### config.mk
export PLATFORM = sky130hd
export DESIGN_NAME = gate_array_pipe
export DESIGN_NICKNAME = d
export VERILOG_FILES = /design/src/rtl/gate_array_pipe.sv
export SDC_FILE = /design/constraint.sdc
export NUM_CORES = 1
export LEC_CHECK = 0
export ABC_CLOCK_PERIOD_IN_PS = 2000
export CORE_ASPECT_RATIO = 0.75
export CORE_MARGIN = 1.5
export CORE_UTILIZATION = 40
export DETAILED_ROUTE_END_ITERATION = 8
export DONT_BUFFER_PORTS = 1
export PLACE_DENSITY = 0.65
export SLEW_MARGIN = 20
export SYNTH_ARGS = -nofsm -noshare
export SYNTH_HDL_FRONTEND = slang
export SYNTH_SLANG_ARGS = --single-unit
export TNS_END_PERCENT = 20
### constraint.sdc
create_clock -name clk -period 2 [get_ports clk]
set_input_delay 0.6 -clock clk [delete_from_list [all_inputs] [get_ports clk]]
set_output_delay 0.6 -clock clk [all_outputs]
set_load 0.03 [all_outputs]
### src/rtl/gate_array_pipe.sv
// Multi-channel bitwise gate array with a run-time selectable function.
// The result travels through a LATENCY-deep valid/ready pipeline with collapsing bubbles.
module gate_array_pipe #(
    parameter int         CHANNELS   = 4,
    parameter int         WIDTH      = 1,
    parameter int         LATENCY    = 2,
    parameter logic [2:0] DEFAULT_OP = 3'd0
) (
    input  logic                      clk,
    input  logic                      rst,
    input  logic                      op_load,
    input  logic [2:0]                op_sel,
    input  logic                      in_valid,
    output logic                      in_ready,
    input  logic [CHANNELS*WIDTH-1:0] a,
    input  logic [CHANNELS*WIDTH-1:0] b,
    output logic                      out_valid,
    input  logic                      out_ready,
    output logic [CHANNELS*WIDTH-1:0] y,
    output logic [2:0]                op_cur,
    output logic [15:0]               xfer_cnt
);

    localparam int DW = CHANNELS * WIDTH;

    localparam logic [2:0] OP_NAND = 3'd0;
    localparam logic [2:0] OP_AND  = 3'd1;
    localparam logic [2:0] OP_OR   = 3'd2;
    localparam logic [2:0] OP_NOR  = 3'd3;
    localparam logic [2:0] OP_XOR  = 3'd4;
    localparam logic [2:0] OP_XNOR = 3'd5;
    localparam logic [2:0] OP_NOTA = 3'd6;

    // Channels are independent and bitwise, so the whole packed vector is evaluated at once.
    function automatic logic [DW-1:0] gate_fn(input logic [2:0] op,
                                              input logic [DW-1:0] x,
                                              input logic [DW-1:0] z);
        case (op)
            OP_NAND: gate_fn = ~(x & z);
            OP_AND:  gate_fn = x & z;
            OP_OR:   gate_fn = x | z;
            OP_NOR:  gate_fn = ~(x | z);
            OP_XOR:  gate_fn = x ^ z;
            OP_XNOR: gate_fn = ~(x ^ z);
            OP_NOTA: gate_fn = ~x;
            default: gate_fn = x;
        endcase
    endfunction

    logic [2:0]         op_q, op_d;
    logic [15:0]        xfer_q, xfer_d;
    logic [LATENCY-1:0] vld_q;
    logic [LATENCY-1:0] adv;
    logic [DW-1:0]      data_q [LATENCY];
    logic               accept;
    logic               xfer;

    // A stage advances when the consumer takes the head or some stage at/after it is empty.
    always_comb begin
        logic tail_full;
        tail_full = 1'b1;
        adv       = '0;
        for (int i = LATENCY - 1; i >= 0; i--) begin
            tail_full = tail_full & vld_q[i];
            adv[i]    = out_ready | ~tail_full;
        end
    end

    assign in_ready  = ~rst & adv[0];
    assign accept    = in_valid & in_ready;
    assign out_valid = vld_q[LATENCY-1];
    assign xfer      = out_valid & out_ready;
    assign y         = out_valid ? data_q[LATENCY-1] : '0;
    assign op_cur    = op_q;
    assign xfer_cnt  = xfer_q;

    always_comb begin
        op_d   = op_load ? op_sel : op_q;
        xfer_d = (xfer && xfer_q != 16'hFFFF) ? xfer_q + 16'd1 : xfer_q;
    end

    always_ff @(posedge clk) begin
        if (rst) begin
            op_q   <= DEFAULT_OP;
            xfer_q <= '0;
            vld_q  <= '0;
        end else begin
            op_q   <= op_d;
            xfer_q <= xfer_d;
            if (adv[0])
                vld_q[0] <= accept;
            for (int i = 1; i < LATENCY; i++)
                if (adv[i])
                    vld_q[i] <= vld_q[i-1];
        end
    end

    // Stage boundary registers; payload is qualified by vld_q so it carries no reset.
    always_ff @(posedge clk) begin
        if (adv[0] && accept)
            data_q[0] <= gate_fn(op_q, a, b);
        for (int i = 1; i < LATENCY; i++)
            if (adv[i] && vld_q[i-1])
                data_q[i] <= data_q[i-1];
    end

endmodule

==> implementation parameters, run 1 <==
Parameter                              Value

Critical path
  Critical-path cell list ... nor2b_1 -> a21oi_1 -> buf_4
  FF-to-FF Start ... xfer_cnt[0]
  Required time worst endpoint ... 1.40 ns
  Endpoint of the most critical register-to-register path ... xfer_cnt[10]
  Element type at the critical path start ... register
  Type of the worst setup path ... reg2out
  Worst-case register-to-register setup slack ... 0.33 ns
  Worst reg2reg path depth ... 5
  Category of cells accounting for the largest share of critical-path delay ... flip-flops
  Critical path capture point type ... primary output
  Worst Path Buf+Inv ... 1
  Worst-path maximum fanout ... 6
  Crit-path slowest cell ... dfxtp_1
  CP Data Arrival Time ... 1.28 ns
  Highest cell delay on the worst timing path ... 0.41 ns

Clock network
  Clock root buffer master ... clkbuf_8
  Number of H-tree levels ... 2
  Clock latency on the worst-skew pair ... 0.29 ns
  CTS tree ... done
  Number of buffers added by the clock tree synthesis step ... 5
  Clock transition at path regs ... 0.07 ns
  Largest buffer count on any clock path ... 2
  CTS sink cnt ... 29
  Post-cts sizing count ... 0
  Postcts setup bufs ... 0
  Hold-fix buffers at CTS ... 0

Timing
  Worst hold slack ... 0.3757 ns
  Final Slew Violations ... 0
  Highest clock rate ... 530.8 MHz
  Final Hold Vio Count ... 0
  Skew final ... 0.007054 ns
  Setup repair after global routing missed its margin ... false
  Final setup violation count ... 0
  Period utilization ... 94.19%
  Min Clock Period, post-route ... 1.884 ns
  Final TNS setup ... 0 ns
  Worst-case headroom to the max-slew limit ... 69.46%
  Transition time at the pin with the least slew margin ... 0.4539 ns

Floorplan
  Die width ... 78.23 um
  Number of core rows ... 20
  Core area ... 4054 um^2
  Initial core utilization ... 41.88%
  Die Y ... 59.43 um
  Number of primary I/O pins ... 41
  Die area ... 4649 um^2

Pwr
  Maximum ir drop on the vdd rail ... 0.0003156 V
  Power, Total ... 1.392 mW
  Total power per unit cell area ... 693.8 nW/um^2
  Leakage ... 0.7965 nW

Placement
  Total of buffers placed on input and output ports ... 0
  Number of instances in the placed design ... 244
  Half-perimeter wire length after detailed placement ... 2667 um
  Routability-driven placement congestion ratio ... 0.8151

GRT
  Global-route wire length before repair ... 5733 um
  Via count of the first global-routing pass ... 1276
  Sum of overflow across all layers after global routing ... 0
  Global-route usage over all layers ... 16.33%
  Pin count of the biggest net entering global routing ... 26
  Number of antenna violations at the first check in global routing ... 0

Min path
  Hold Path Class ... in2reg
  Min-Delay Startpoint ... rst
  Min-Delay Endpoint ... vld_q[0]
  Number of cells on the worst hold path ... 1

Flow run
  Max_cap viols ... 0

Route
  First-pass iteration count of the detailed router ... 4
  Number of design-rule violations left by the first detailed-router iteration ... 73
  Routed vias ... 1340
  Remaining routing DRC violations ... 0
  Remaining antenna violation count ... 0
  Total Wirelength ... 3514 um
  Average wire length per cell after detail routing ... 13.94 um
  DR vias/cell ... 5.317

Yosys
  Post-synthesis sequential element count ... 29
  Yosys Warn Count ... 0
  Mean Syn Cell Area ... 9.702 um^2
  Async set-reset flop share out of synthesis ... 0%
  Number of distinct library cells after synthesis ... 46
  Primary FF master, synth ... dfxtp_1
  Seq/Total Area, Yosys ... 38.91%
  Post-Syn Instances ... 175
  Net count after synthesis ... 200
  Number of enable flip-flop cells after synthesis ... 8
  Synthesized area ... 1698 um^2

Final layout
  Filler cell count in the final layout ... 398
  Ratio of cells with drive above 1 in the final layout ... 22.34%
  FF/Latch Area ... 660.6 um^2
  Final non-filler cell total ... 252
  Area Growth Syn to Fin ... 18.20%
  Final-stage net count ... 221
  Area of the multi-input gates ... 943.4 um^2
  Ant. Diodes ... 0

Run status
  Run status ... finished, final reports clean
-- cells in the mapped netlist, types with 2 or more instances --
library cell | number | share of area, %
a31oi_1 | 3 | 1.1
or3_1 | 5 | 1.8
o31ai_1 | 3 | 1.3
and4_1 | 3 | 1.5
nor3_1 | 5 | 1.5
nand4_4 | 2 | 2.5
mux4_2 | 3 | 4.0
and2_1 | 7 | 2.6
a311o_1 | 2 | 1.2
ha_1 | 9 | 6.6
o21ai_0 | 4 | 1.2
clkbuf_1 | 5 | 1.1
inv_1 | 15 | 3.3
nand3_1 | 7 | 2.1
a211oi_1 | 2 | 0.88
nor2b_1 | 4 | 1.5
and3_1 | 2 | 0.74
nand4_1 | 2 | 0.74
edfxtp_1 | 8 | 14
xnor2_1 | 3 | 1.5
nor2_1 | 13 | 2.9
mux2i_1 | 4 | 2.4
nand2b_1 | 3 | 1.1
nor4_1 | 2 | 0.74
a21oi_1 | 9 | 2.7
nand2_1 | 9 | 2.0
or4_1 | 2 | 0.88
dfxtp_1 | 21 | 25
-- layout by cell type, fill, tap and decap left out, drive strengths merged, types with 3 or more instances in the layout --
master	synthesis	routed
o21ai	4	4
xnor2	3	3
nor2b	4	4
clkbuf	5	6
and4	3	3
o31ai	3	3
a31oi	3	3
mux4	3	3
nor3	6	6
nor4	4	4
a21oi	9	9
or3	5	5
ha	9	9
and2	7	7
nand2	9	9
dfxtp	21	21
mux2i	4	4
nand4	4	4
buf	2	21
and3	3	3
nand2b	3	3
nor2	14	14
nand3	8	8
inv	15	15
edfxtp	8	8
-- layer usage --
layer	global-route usage [%]	routed length [um]	share of wire, %
met5	0	0	0
met1	19.30	1520	43
met4	8.418	84	2.4
met3	4.923	206	5.9
met2	27.33	1703	48
-- cells by family (layout without fill, tap and decap cells) --
group	count (synthesis)	count (layout)	synth area share, %
compound gates	29	29	11.57
buf+inv	22	44	5.527
flops	29	29	38.91
simple gates	74	74	27.93
fa+ha+maj	9	9	6.632
mux	9	9	7.885
xor+xnor	3	3	1.548
-- stage by stage --
step	worst slack, ns	cell area, um^2	util [%]
5_1_grt	0.06369	2007	49.51
2_1_floorplan	0.2068	1698	-
6_report	0.1162	2007	49.51
3_5_place_dp	0.1022	1887	46.54
4_1_cts	0.1147	2007	49.51
3_3_place_gp	0.1748	1887	46.54
-- power by group --
part / leakage, nW / internal (mW) / total (mW) / switching, mW
combinational: 0.495 / 0.0556 / 0.112 / 0.0569
clock: 0.0574 / 0.404 / 0.638 / 0.233
sequential: 0.244 / 0.624 / 0.642 / 0.0180
-- area by class of cell --
cell class / count / area share [%]
Sequential cell: 29 / 32.92
Clock buffer: 6 / 4.115
Clock inverter: 2 / 1.870
Timing Repair Buffer: 21 / 7.855
Tap cell: 55 / 3.429
Multi-Input combinational cell: 124 / 47.01
Inverter: 15 / 2.805
-- state kept, by name (all words and copies together) (netlist names) --
| signal | cells |
|---|---|
| data_q | 8 |
| op_cur | 3 |
| vld_q | 2 |
| xfer_cnt | 16 |
-- how the worst max path moves through the flow --
stage,from,end,slack [ns],depth (start not counted)
final,vld_q[1],in_ready,0.12,3
after global routing,vld_q[1],in_ready,0.06,3
after CTS,vld_q[1],in_ready,0.11,3
after detailed placement,a[0],data_q[0][0],0.10,6
after global placement,a[0],data_q[0][0],0.17,6
after floorplan,vld_q[1],data_q[0][0],0.21,3
No activity file was read; power rests on OpenSTA's default activity.
==> inputs of run 2 (changes only) <==
--- a/config.mk
+++ b/config.mk
@@ -11,7 +11,7 @@
 export CORE_UTILIZATION = 40
 export DETAILED_ROUTE_END_ITERATION = 8
 export DONT_BUFFER_PORTS = 1
-export PLACE_DENSITY = 0.65
+export SETUP_SLACK_MARGIN = 0.5
 export SLEW_MARGIN = 20
 export SYNTH_ARGS = -nofsm -noshare
 export SYNTH_HDL_FRONTEND = slang
==> implementation parameters, run 2 (same netlist as run 1, synthesis figures left out) <==
Parameter                              Value

Timing
  Worst hold slack ... 0.3742 ns (was 0.3757 ns)
  Worst-case headroom to the max-slew limit ... 74.09% (was 69.46%)
  Skew final ... 0.007225 ns (was 0.007054 ns)
  Min Clock Period, post-route ... 1.619 ns (was 1.884 ns)
  Highest clock rate ... 617.8 MHz (was 530.8 MHz)
  Final TNS setup ... 0 ns (unchanged)
  Period utilization ... 80.93% (was 94.19%)
  Final setup violation count ... 0 (unchanged)
  Final Slew Violations ... 0 (unchanged)
  Transition time at the pin with the least slew margin ... 0.3852 ns (was 0.4539 ns)
  Setup repair after global routing missed its margin ... true (was false)
  Final Hold Vio Count ... 0 (unchanged)

Placement
  Total of buffers placed on input and output ports ... 0 (unchanged)
  Half-perimeter wire length after detailed placement ... 2950 um (was 2667 um)
  Number of instances in the placed design ... 242 (was 244)
  Routability-driven placement congestion ratio ... 0.7901 (was 0.8151)

Floorplan
  Number of primary I/O pins ... 41 (unchanged)
  Die area ... 4649 um^2 (unchanged)
  Initial core utilization ... 41.88% (unchanged)
  Die Y ... 59.43 um (unchanged)
  Core area ... 4054 um^2 (unchanged)
  Die width ... 78.23 um (unchanged)
  Number of core rows ... 20 (unchanged)

GRT
  Sum of overflow across all layers after global routing ... 0 (unchanged)
  Global-route usage over all layers ... 17.71% (was 16.33%)
  Via count of the first global-routing pass ... 1336 (was 1276)
  Global-route wire length before repair ... 6189 um (was 5733 um)
  Pin count of the biggest net entering global routing ... 26 (unchanged)
  Number of antenna violations at the first check in global routing ... 0 (unchanged)

Final layout
  Ratio of cells with drive above 1 in the final layout ... 44.78% (was 22.34%)
  Most common cell after layout, fill and taps aside ... buf_4
  Area Growth Syn to Fin ... 31.69% (was 18.20%)
  FF/Latch Area ... 693.2 um^2 (was 660.6 um^2)
  Max reg flops ... 16 (unchanged)
  Final non-filler cell total ... 256 (was 252)
  Final-stage net count ... 225 (was 221)
  Top library cells by usage in the layout, fill and taps aside ... 23 x buf_4, 13 x nor2_1, 9 x nand2_1 (was 21 x dfxtp_1, 21 x buf_4, 15 x inv_1)
  Ant. Diodes ... 0 (unchanged)
  Filler cell count in the final layout ... 371 (was 398)
  Area of the multi-input gates ... 1079 um^2 (was 943.4 um^2)

Pwr
  Maximum ir drop on the vdd rail ... 0.0003891 V (was 0.0003156 V)
  Power, Total ... 1.360 mW (was 1.392 mW)
  Leakage ... 0.8439 nW (was 0.7965 nW)
  Total power per unit cell area ... 608.3 nW/um^2 (was 693.8 nW/um^2)

Route
  Total Wirelength ... 3931 um (was 3514 um)
  Average wire length per cell after detail routing ... 15.36 um (was 13.94 um)
  Number of design-rule violations left by the first detailed-router iteration ... 109 (was 73)
  Remaining antenna violation count ... 0 (unchanged)
  First-pass iteration count of the detailed router ... 4 (unchanged)
  Remaining routing DRC violations ... 0 (unchanged)
  Routed vias ... 1444 (was 1340)
  DR vias/cell ... 5.641 (was 5.317)

Critical path
  Type of the worst setup path ... reg2out (unchanged)
  Crit-path slowest cell ... dfxtp_4 (was dfxtp_1)
  CP Data Arrival Time ... 1.02 ns (was 1.28 ns)
  Critical path capture point type ... primary output (unchanged)
  Highest cell delay on the worst timing path ... 0.36 ns (was 0.41 ns)
  Critical-path cell list ... nor2b_4 -> a21oi_4 (was nor2b_1 -> a21oi_1 -> buf_4)
  Worst-path maximum fanout ... 4 (was 6)
  Required time worst endpoint ... 1.40 ns (about the same)
  Element type at the critical path start ... register (unchanged)

Clock network
  Clock root buffer master ... clkbuf_8 (unchanged)
  CTS tree ... done (unchanged)
  Clock latency on the worst-skew pair ... 0.28 ns (was 0.29 ns)
  CTS sink cnt ... 29 (unchanged)
  Number of buffers added by the clock tree synthesis step ... 5 (unchanged)
  Number of H-tree levels ... 2 (unchanged)
  Clock transition at path regs ... 0.07 ns (about the same)
  Largest buffer count on any clock path ... 2 (unchanged)

Flow run
  Max_cap viols ... 0 (unchanged)

Min path
  Hold Path Class ... in2reg (unchanged)

Run status
  Run status ... finished, final reports clean (unchanged)
run 2: cell count changes in the layout (fill, tap and decap cells not counted), sizes merged:
cell and delta:
buf +4, clkinv +1, clkinvlp -1
run 2: what timing repair did:
action                                  in CTS  in global routing
hold buffers                                 0                  0
endpoints found under the setup margin      29                 30
gates resized for setup                     24                 17
setup buffers                                3                  3
pin swaps                                    2                  6
run 2: power breakdown:
group	total (mW)	leakage [nW]	switching [mW]	internal [mW]
Combinational	0.137	0.539	0.0627	0.0744
Sequential	0.642	0.252	0.0221	0.619
Clock	0.582	0.0528	0.214	0.367
Total	1.36	0.844	0.299	1.06
run 2: final timing paths:
kind | from | to | slack [ns] | cells after the start
worst max-delay path | vld_q[1] | in_ready | 0.38 | 2
worst min-delay path | rst | xfer_cnt[7] | 0.37 | 1
worst max register to register | xfer_cnt[0] | xfer_cnt[8] | 0.44 | 5
worst min register to register | data_q[0][2] | data_q[0][6] | 0.42 | 0
run 2: metal layers:
layer	up-vias	track usage, %	routed length (um)	share of wire (%)
met5	-	0	0	0
li1	688	-	-	-
met3	6	5.077	283	7.2
met2	42	28.07	1847	47
met4	0	6.378	39	0.99
met1	708	23.33	1761	45
run 2: stage by stage:
| stage | worst slack, ns | utilization [%] | area (um^2) |
|---|---|---|---|
| after CTS | 0.3657 | 53.55 | 2171 |
| final | 0.3814 | 55.15 | 2236 |
| after detailed placement | 0.2445 | 48.89 | 1982 |
| after floorplan | 0.2805 | - | 1812 |
| after global routing | 0.3279 | 55.15 | 2236 |
| after global placement | 0.2640 | 48.89 | 1982 |
run 2: worst max-delay path: cells and delay by family, from the launching register on:
kind | cells | cell delay [ns]
flops | 1 | 0.36
compound gates | 1 | 0.26
simple gates | 1 | 0.13
run 2: final cells by class:
cell class	instances	share of cell area, %
repair buffers	25	8.730
multi-input cells	124	48.24
inverters	15	4.197
clock buffers	6	3.246
flip-flops and latches	29	31.00
well taps	55	3.078
clock inverters	2	1.511
==> inputs of run 3 (changes only) <==
--- a/config.mk
+++ b/config.mk
@@ -5,7 +5,7 @@
 export SDC_FILE = /design/constraint.sdc
 export NUM_CORES = 1
 export LEC_CHECK = 0
-export ABC_CLOCK_PERIOD_IN_PS = 2000
+export ABC_CLOCK_PERIOD_IN_PS = 1600
 export CORE_ASPECT_RATIO = 0.75
 export CORE_MARGIN = 1.5
 export CORE_UTILIZATION = 40
==> constraint.sdc (replaced) <==
create_clock -name clk -period 1.6 [get_ports clk]
set_input_delay 0.48 -clock clk [delete_from_list [all_inputs] [get_ports clk]]
set_output_delay 0.48 -clock clk [all_outputs]
set_load 0.03 [all_outputs]
==> implementation parameters, run 3 (same netlist as run 1, synthesis figures left out) <==
Parameter                              Value

Run status
  Run status ... finished with violations (was finished, final reports clean)
  Violations in the final reports ... negative setup slack

Min path
  Hold Path Class ... in2reg (unchanged)

Floorplan
  Initial core utilization ... 41.88% (unchanged)
  Number of primary I/O pins ... 41 (unchanged)
  Number of core rows ... 20 (unchanged)
  Core area ... 4054 um^2 (unchanged)
  Die width ... 78.23 um (unchanged)
  Die Y ... 59.43 um (unchanged)
  Die area ... 4649 um^2 (unchanged)

Pwr
  Fraction of power spent switching nets ... 25.56% (was 21.99%)
  Clock network fraction of design power ... 37.0% (was 42.8%)
  Leakage ... 1.016 nW (was 0.8439 nW)
  NetSw ... 0.4023 mW (was 0.2991 mW)
  Total power per unit cell area ... 574.7 nW/um^2 (was 608.3 nW/um^2)
  Fraction of power consumed by sequential logic ... 49.6% (was 47.2%)
  Combinational share of power ... 13.4% (was 10.1%)
  Maximum ir drop on the vdd rail ... 0.0004014 V (was 0.0003891 V)
  Total internal power ... 1.172 mW (was 1.061 mW)

Placement
  Routability-driven placement congestion ratio ... 0.8570 (was 0.7901)
  Placed standard-cell area ... 2098 um^2 (was 1982 um^2)
  Pre-CTS worst setup slack ... -0.03391 ns (was 0.2445 ns)
  Half-perimeter wire length after detailed placement ... 2910 um (was 2950 um)
  Total of buffers placed on input and output ports ... 0 (unchanged)

Critical path
  Type of the worst setup path ... reg2out (unchanged)
  Worst-path maximum fanout ... 6 (was 4)
  Critical path capture point type ... primary output (unchanged)
  Required time worst endpoint ... 1.12 ns (was 1.40 ns)
  Element type at the critical path start ... register (unchanged)
  CP Data Arrival Time ... 1.16 ns (was 1.02 ns)

Final layout
  Ratio of cells with drive above 1 in the final layout ... 67.89% (was 44.78%)
  Final-stage net count ... 242 (was 225)
  Max reg flops ... 16 (unchanged)
  Final design instance area without fill ... 2739 um^2 (was 2236 um^2)
  Area Growth Syn to Fin ... 61.31% (was 31.69%)
  Most common cell after layout, fill and taps aside ... buf_6 (was buf_4)
  Ant. Diodes ... 0 (unchanged)
  Top library cells by usage in the layout, fill and taps aside ... 25 x buf_6, 19 x dfxtp_4, 12 x nor2_1, 12 x buf_4, 8 x edfxtp_1 (was 23 x buf_4, 13 x nor2_1, 9 x nand2_1)

Timing
  Highest clock rate ... 611.5 MHz
  Setup repair after global routing missed its margin ... true (unchanged)
  Period utilization ... 102.2%
  Final Slew Violations ... 0 (unchanged)
  Final Hold Vio Count ... 0 (unchanged)
  Transition time at the pin with the least slew margin ... 0.3772 ns (was 0.3852 ns)
  Final setup violation count ... 1 (was 0)
  Final TNS setup ... -0.03519 ns (was 0 ns)
  Worst-case headroom to the max-slew limit ... 74.65% (was 74.09%)
  Final WS setup ... -0.03519 ns (was 0.3814 ns)
  Worst hold slack ... 0.2547 ns (was 0.3742 ns)
  Min Clock Period, post-route ... 1.635 ns
  Skew final ... 0.004923 ns (was 0.007225 ns)

Clock network
  Number of buffers added by the clock tree synthesis step ... 5 (unchanged)
  Clock root buffer master ... clkbuf_8 (unchanged)
  Largest buffer count on any clock path ... 2 (unchanged)
  Clock latency on the worst-skew pair ... 0.28 ns (about the same)
  Number of H-tree levels ... 2 (unchanged)
  Hold-fix buffers at CTS ... 0 (unchanged)
  CTS tree ... done (unchanged)
  Clock transition at path regs ... 0.07 ns (about the same)
  CTS sink cnt ... 29 (unchanged)

GRT
  Pin count of the biggest net entering global routing ... 26 (unchanged)
  Global-route wire length before repair ... 6520 um (was 6189 um)
  Number of antenna violations at the first check in global routing ... 0 (unchanged)
  Sum of overflow across all layers after global routing ... 0 (unchanged)
  Via count of the first global-routing pass ... 1427 (was 1336)
  Global-route usage over all layers ... 18.60% (was 17.71%)

Route
  Remaining antenna violation count ... 0 (unchanged)
  First-pass iteration count of the detailed router ... 4 (unchanged)
  DR vias/cell ... 5.612 (was 5.641)
  Number of design-rule violations left by the first detailed-router iteration ... 78 (was 109)
  Remaining routing DRC violations ... 0 (unchanged)
  Average wire length per cell after detail routing ... 16.00 um (was 15.36 um)
  Routed vias ... 1532 (was 1444)
  Total Wirelength ... 4369 um (was 3931 um)

Flow run
  Max_cap viols ... 0 (unchanged)
run 3: cell count changes in the layout (fill, tap and decap cells not counted), moves of 6 or more:
cell / before / now
a21oi_2: 0 / 7
dfxtp_2: 8 / 1
dfxtp_1: 7 / 1
buf_6: 2 / 25
dfxtp_4: 6 / 19
buf_4: 23 / 12
a21oi_1: 8 / 1
run 3: power by group through the flow:
stage               logic, mW  clock network [mW]  registers, mW
CTS                     0.196               0.596          0.781
detailed placement      0.172                   0          0.817
global placement        0.164                   0          0.815
floorplan               0.142                   0          0.819
finish                  0.211               0.583          0.780
global route            0.230               0.629          0.783
run 3: final cells by class:
cell class	count	area, um^2
clock buffer	5	68.82
clock inverter	3	17.52
fill	321	1315
inverter	15	117.6
multi-input combinational	124	1286
sequential	29	733.2
tap	55	68.82
timing repair buffer	42	446.7
run 3: final timing paths:
kind	from	end	slack (ns)	depth (start not counted)
setup / recovery	vld_q[1]	in_ready	-0.04	3
hold reg to reg	data_q[0][2]	data_q[0][6]	0.43	0
hold / removal	rst	xfer_cnt[9]	0.25	1
setup reg to reg	xfer_cnt[8]	xfer_cnt[5]	0.04	5
run 3: metal layers:
metal | GRT usage (%) | share of wire (%) | up-vias
met2 | 29.07 | 48 | 59
met3 | 6.000 | 7.3 | 6
met5 | 0 | 0 | -
li1 | - | - | 739
met1 | 24.41 | 44 | 728
met4 | 6.633 | 1.2 | 0
run 3: what timing repair did:
item | CTS | global route
gates cloned | 0 | 0
resized for setup | 77 | 34
setup endpoints to repair | 53 | 53
setup buffers | 9 | 8
pin swaps | 39 | 27
run 3: metrics by stage:
stage	total power, mW	cells	utilization [%]
after CTS	1.573	265	62.25
final	1.574	273	67.56
after floorplan	0.9612	175	-
after global routing	1.642	273	67.56
after global placement	0.9791	248	51.76
after detailed placement	0.9890	248	51.76
run 3: critical path: stages (launching register included):
cell and delay, ns:
dfxtp_4 0.35, buf_8 0.14, nor2b_4 0.13, a21oi_4 0.26
